$ cat src/rtl/alarm_clock.sv
// alarm_clock: minute-resolution 12-hour (by default) alarm clock.
//
// A prescaler divides the system clock into minute ticks that advance the
// current time. A programmable alarm, once armed, raises alarm_ringing for
// RING_CYCLES cycles on each rising edge of the time/alarm match.
//
// Ports:
//   clock          system clock, rising edge
//   reset          asynchronous, active-low; clears all state
//   set_time       level; loads hours/minutes into the current time if valid
//   set_alarm      level; loads alarm_hours/alarm_minutes and arms if valid
//   hours          [3:0] time hours to load
//   minutes        [5:0] time minutes to load
//   alarm_hours    [3:0] alarm hours to load
//   alarm_minutes  [5:0] alarm minutes to load
//   alarm_ringing  registered alarm indication for the buzzer driver
module alarm_clock #(
  parameter int TICKS_PER_MIN = 60,
  parameter int HOUR_MODULO   = 12,
  parameter int RING_CYCLES   = 4
) (
  input  logic       clock,
  input  logic       reset,
  input  logic       set_time,
  input  logic       set_alarm,
  input  logic [3:0] hours,
  input  logic [5:0] minutes,
  input  logic [3:0] alarm_hours,
  input  logic [5:0] alarm_minutes,
  output logic       alarm_ringing
);

  localparam int PW = (TICKS_PER_MIN > 1) ? $clog2(TICKS_PER_MIN) : 1;
  localparam int RW = $clog2(RING_CYCLES + 1);

  localparam logic [PW-1:0] PRE_LAST   = PW'(TICKS_PER_MIN - 1);
  localparam logic [PW-1:0] PRE_ONE    = PW'(1);
  localparam logic [3:0]    HOUR_LAST  = 4'(HOUR_MODULO - 1);
  localparam logic [4:0]    HOUR_LIMIT = 5'(HOUR_MODULO);
  localparam logic [RW-1:0] RING_INIT  = RW'(RING_CYCLES - 1);
  localparam logic [RW-1:0] RING_ONE   = RW'(1);

  function automatic logic time_valid(input logic [3:0] h, input logic [5:0] m);
    return ({1'b0, h} < HOUR_LIMIT) && (m < 6'd60);
  endfunction

  logic [3:0]    cur_h_q, cur_h_d;
  logic [5:0]    cur_m_q, cur_m_d;
  logic [PW-1:0] prescale_q, prescale_d;
  logic [3:0]    alm_h_q, alm_h_d;
  logic [5:0]    alm_m_q, alm_m_d;
  logic          armed_q, armed_d;
  // Previous-cycle value of match, used for rising-edge detection.
  logic          match_prev_q, match_prev_d;
  logic [RW-1:0] ring_cnt_q, ring_cnt_d;
  logic          ringing_q, ringing_d;

  logic time_load;
  logic alarm_load;
  logic match;
  logic trigger;

  always_comb begin
    time_load  = set_time && time_valid(hours, minutes);
    alarm_load = set_alarm && time_valid(alarm_hours, alarm_minutes);
    match      = armed_q && (cur_h_q == alm_h_q) && (cur_m_q == alm_m_q);
    // An alarm load in progress suppresses triggering; the match it creates
    // fires on the following edge once set_alarm is released.
    trigger    = match && !match_prev_q && !alarm_load;
  end

  // Timekeeping: a valid set_time wins over the minute tick.
  always_comb begin
    cur_h_d    = cur_h_q;
    cur_m_d    = cur_m_q;
    prescale_d = prescale_q + PRE_ONE;
    if (time_load) begin
      cur_h_d    = hours;
      cur_m_d    = minutes;
      prescale_d = '0;
    end else if (prescale_q == PRE_LAST) begin
      prescale_d = '0;
      if (cur_m_q == 6'd59) begin
        cur_m_d = 6'd0;
        cur_h_d = (cur_h_q == HOUR_LAST) ? 4'd0 : cur_h_q + 4'd1;
      end else begin
        cur_m_d = cur_m_q + 6'd1;
      end
    end
  end

  // Alarm registers and ring sequencer.
  always_comb begin
    alm_h_d      = alm_h_q;
    alm_m_d      = alm_m_q;
    armed_d      = armed_q;
    match_prev_d = match;
    ring_cnt_d   = ring_cnt_q;
    ringing_d    = ringing_q;
    if (alarm_load) begin
      alm_h_d    = alarm_hours;
      alm_m_d    = alarm_minutes;
      armed_d    = 1'b1;
      ringing_d  = 1'b0;
      ring_cnt_d = '0;
    end else if (trigger) begin
      // Also covers a re-trigger while ringing: the count restarts.
      ringing_d  = 1'b1;
      ring_cnt_d = RING_INIT;
    end else if (ringing_q) begin
      if (ring_cnt_q == '0) begin
        ringing_d = 1'b0;
      end else begin
        ring_cnt_d = ring_cnt_q - RING_ONE;
      end
    end
  end

  always_ff @(posedge clock or negedge reset) begin
    if (!reset) begin
      cur_h_q      <= '0;
      cur_m_q      <= '0;
      prescale_q   <= '0;
      alm_h_q      <= '0;
      alm_m_q      <= '0;
      armed_q      <= 1'b0;
      match_prev_q <= 1'b0;
      ring_cnt_q   <= '0;
      ringing_q    <= 1'b0;
    end else begin
      cur_h_q      <= cur_h_d;
      cur_m_q      <= cur_m_d;
      prescale_q   <= prescale_d;
      alm_h_q      <= alm_h_d;
      alm_m_q      <= alm_m_d;
      armed_q      <= armed_d;
      match_prev_q <= match_prev_d;
      ring_cnt_q   <= ring_cnt_d;
      ringing_q    <= ringing_d;
    end
  end

  assign alarm_ringing = ringing_q;

endmodule

$ cat config.mk
export PLATFORM = sky130hd
export DESIGN_NAME = alarm_clock
export DESIGN_NICKNAME = d
export VERILOG_FILES = /design/src/rtl/alarm_clock.sv
export SDC_FILE = /design/constraint.sdc
export NUM_CORES = 1
export LEC_CHECK = 0
export ABC_AREA = 1
export ABC_CLOCK_PERIOD_IN_PS = 1500
export BUFFER_PORTS_ARGS = -buffer_cell sky130_fd_sc_hd__buf_2
export CORE_MARGIN = 1.5
export CORE_UTILIZATION = 45
export CTS_BUF_LIST = sky130_fd_sc_hd__clkbuf_4
export DETAILED_ROUTE_END_ITERATION = 7
export PLACE_DENSITY = 0.75
export SYNTH_ARGS = -nofsm -noshare
export SYNTH_HDL_FRONTEND = slang
export SYNTH_SLANG_ARGS = --single-unit
$ cat constraint.sdc
create_clock -name clock -period 1.5 [get_ports clock]
set_input_delay 0.45 -clock clock [delete_from_list [all_inputs] [get_ports clock]]
set_output_delay 0.45 -clock clock [all_outputs]
set_load 0.005 [all_outputs]
# Word-level counts from Yosys, hierarchy flattened
# Index checks and enable logic that the tools add are counted.
dict set report word_totals {
  reg_bits 32
  input_bits 24
  output_inout_bits 1
  wordCells 56
}
dict set report op_classes {
  add_sub_neg 4
  order_cmp 4
  n_eq_ne 6
  n_mux 17
  reduce_logical 16
}
# cell count
set ops {}
lappend ops {{$mux 6} 5}
lappend ops {{$mux 4} 4}
lappend ops {{$add 6x1->6 const B} 2}
lappend ops {{$eq 6x6->1 const B} 2}
lappend ops {{$lt 6x6->1 const B} 2}
lappend ops {{$mux 3} 4}
lappend ops {{$logic_and 1x1->1} 8}
lappend ops {{$lt 4x4->1 const B} 2}
lappend ops {{$eq 6x6->1} 1}
lappend ops {{$add 4x1->4 const B} 1}
lappend ops {{$eq 4x4->1} 1}
lappend ops {{$eq 4x4->1 const B} 1}
lappend ops {{$mux 1} 4}
lappend ops {{$reduce_and 2->1} 2}
lappend ops {{$reduce_bool 2->1} 2}
lappend ops {{$logic_not 3->1} 1}
lappend ops {{$ne 3x3->1 const B} 1}
lappend ops {{$reduce_bool 3->1} 1}
lappend ops {{$sub 3x1->3 const B} 1}
lappend ops {{$logic_not 1->1} 2}

# Logic depth before layout (Yosys ltp)
dict set report logic_depth {
  depth_word 7
  depth_mapped 10
  depth_no_buf 10
}

# Worst setup path after synthesis
# Ideal clock, no wire load.
dict set report synth_timing {
  path_type {register to register}
  from {reg prescale_q[0]}
  to {reg cur_m_q[4]}
  setup_time_ps 130
  arrival_ps 1273
  t_required_ps 1370
  path_slack_ps 97
  stages_incl_launch_ff 9
  n_path_buf 1
  synth_period_minus_slack_ps 1403
  cell_sequence {dfrtp_1 -> ha_1 -> inv_1 -> or2_1 -> nor2_1 -> nand3_2 -> nand2_2 -> buf_4 -> o211ai_1}
}
dict set report synth_via {
  elab_chain_cells 2
}
# element line_no
set synth_lines {}
lappend synth_lines {{start, declared} 49} ;# logic [PW-1:0] prescale_q, prescale_d;
lappend synth_lines {{start signal, assigned} 133} ;# prescale_q <= prescale_d;
lappend synth_lines {{$eq 6x6->1} 81} ;# end else if (prescale_q == PRE_LAST) begin
lappend synth_lines {{$reduce_bool 2->1 (no source line)} n/a}
lappend synth_lines {{end signal, assigned} 132} ;# cur_m_q <= cur_m_d;
lappend synth_lines {{end, declared} 48} ;# logic [5:0] cur_m_q, cur_m_d;
# No other way between the ends.
# A chain may end at the register's enable or synchronous reset.

# Worst setup path after layout
dict set report layout_timing {
  from {reg prescale_q[0]}
  to {reg cur_m_q[5]}
}
# The elaborated chain is that of the path after synthesis.

==> metrics.yaml <==
synth-compound-area-share: 0.09272
place_congestion: 0.8348
seq_area_frac_synth: 0.4396
io_buffers: 24
crit_fanout: 4
slew_violations: 0
die_x_um: 66.63
first_iter_violations: 40
synth_area_per_cell_um2: 7.591
io_pins: 25
hpwl_um: 2857
clkPwrFrac: 0.206
muxShareOfSynthArea: 0
drt-total-wl_um: 3724
rsz0062_at_grt: "yes"
layout-drive-gt1-share: 0.2692
switching_share: 0.3550
h-tree-depth: 2
vias: 1628
wire_per_inst_um: 11.15
dp_slack_ns: -0.07136
power.internal_mw: 1.442
final_nets: 314
critPathMaxStageDelay_ns: 0.37
clock.fmax_mhz: 643.6
netlist_instances: 240
root_buffer: "clkbuf_4"
grtUsageTotal: 0.1902
seq_area_um2: 803.3
min_period_ns: 1.554
ctsHoldBuffers: 0
grt_max_degree: 33
fillers: 349
finalSetupViolations: 13
synthAdderAreaFrac: 0.03434
reg2regPathDepth: 8
drt-vias-per-instance: 4.874
start_util: 0.4831
drc: 0
cts_tree: "yes"
ys_ff_latch: 32
grt_pass1_vias: 1493
finish.utilization: 0.5849
critical_path_class: "reg -> reg"
die_h_um: 66.63
final_common_cell: "nand2_1"
vdd_drop_max_mv: 0.5117
synth-xor-area-share: 0.03846
multi_input_area_um2: 903.4
crit_chain: "ha_2, inv_2, or2_4, nor2_4, nand3_4, nor2_1, nand2_1, o211ai_1"
critPathCaptureType: "flop"
p_leak_nw: 1.143
clkSinkCount: 32
yosysUniqueCellTypes: 27
tightest_slew_ns: 0.3943
fin_area_mm2: 0.002206
max-slew-margin-rel: 0.7371
die_area_mm2: 0.004439
p_switching_uw: 793.5
violations: "negative setup slack"
cts.path.max_buffers: 2
hold_viol_final: 0
hp-class: "in -> async"
path_clk_slew_ns: 0.10
grt_antenna_before_repair: 0
area_delta_synth_final_pct: 21.09
period_share: 1.036
grt_overflow_total: 0
core-area_mm2: 0.003771
arrival_ns: 1.82
syn_area_mm2: 0.001822
grt_pass1_wl_um: 6334
synth_warnings: 0
p_total_mw: 2.235
synth_top_family_by_area: "simple AND/OR/NAND/NOR gates"
synth_simple_gate_area_frac: 0.3077
max_cap_viol_count: 0
pwr_density_cell_mw_per_mm2: 1013
skew_ns: 0.008013
ant_nets: 0
power_frac_comb: 0.294
clk_latency_ns: 0.34
setup_slack_ns: -0.05365
drtPass1Iterations: 4
rows: 22
pwr-share-seq: 0.500
startpoint_type: "flop"
crit_slowest_cell: "dfrtp_1"
num_antenna_cells: 0
status: "finished, violations left"
post_dp_cell_area_mm2: 0.002076
cp.required_ns: 1.76
final_cell_mix: "nand2_1 (66), dfrtp_1 (30), inv_1 (25)"
cts_buffers: 5
syn-num-nets: 269
==> synth_stat cells (all sizes together) <==
library cell	instances	share of area
o21ai	11	0.030
nor3	1	0.0027
nor2	27	0.061
inv	34	0.070
a21boi	1	0.0041
xnor2	2	0.0096
dfrtp	32	0.44
buf	3	0.0096
o22ai	1	0.0034
nor4	1	0.0034
nand3	16	0.056
nand3b	1	0.0041
xor2	6	0.029
or2	1	0.0034
ha	5	0.034
clkbuf	1	0.0076
nand4	7	0.024
nand2	72	0.15
o211ai	4	0.016
a21oi	14	0.038
==> flip-flops by register name, indices dropped and copies added (netlist names) <==
name / flops
alm_m_q: 6
cur_m_q: 6
prescale_q: 6
alm_h_q: 4
cur_h_q: 4
ring_cnt_q: 3
alarm_ringing: 1
armed_q: 1
match_prev_q: 1
==> layer usage <==
metal,track usage,up-vias,wire length (um)
met5,0,-,0
met4,0.07653,0,61
met2,0.2963,26,1686
met1,0.2500,739,1831
li1,-,857,-
met3,0.05236,6,144
==> stage by stage <==
step | hold slack [ns] | cells | TNS [ns]
after floorplan | 0.1544 | 240 | 0
after global placement | 0.4879 | 322 | -0.08264
after detailed placement | 0.4913 | 322 | -0.2514
after CTS | 0.1121 | 331 | -0.1486
after global routing | 0.1240 | 334 | -1.987
final | 0.1132 | 334 | -0.3619
==> worst max-delay path, delay by kind of cell, from the launching register on <==
kind                     cells  cell delay [ns]
buffers and inverters        1             0.04
flip-flops                   1             0.37
adder cells (fa/ha/maj)      1             0.20
AND/OR/NAND/NOR              5             0.79
AO/OA/AOI/OAI                1             0.09
==> power by group through the flow <==
stage | logic, mW | registers [mW] | clock network (mW)
after floorplan | 0.440 | 1.09 | 0
after global placement | 0.591 | 1.12 | 0
after detailed placement | 0.605 | 1.13 | 0
after CTS | 0.617 | 1.11 | 0.479
after global routing | 0.748 | 1.13 | 0.521
final | 0.657 | 1.12 | 0.462
==> kinds of logic after synthesis <==
logic type / count (synthesis)
flops: 32
xor+xnor: 8
simple gates: 126
fa+ha+maj: 5
compound gates: 31
buf+inv: 38
==> cell type report <==
type	instances	area share
clock buffer	5	0.01702
clock inverter	3	0.006239
inverter	34	0.06012
multi-input combinational	170	0.4095
sequential	32	0.3642
tap	48	0.02723
timing repair buffer	42	0.1157
==> what timing repair did <==
item | in CTS | in global routing
buffers inserted | 1 | 3
gates resized for setup | 3 | 13
setup endpoints to repair | 10 | 17
pin swaps | 0 | 4
==> final timing paths <==
kind | start | end | slack (ns)
setup reg to reg | prescale_q[0] | cur_m_q[5] | -0.05
setup / recovery | prescale_q[0] | cur_m_q[5] | -0.05
hold / removal | reset | prescale_q[1] | 0.11
hold reg to reg | armed_q | armed_q | 0.51
min in group clock | alarm_hours[0] | alm_h_q[0] | 0.33
max in group asynchronous | reset | cur_m_q[3] | 1.09
(Power assumes the default switching activity.)
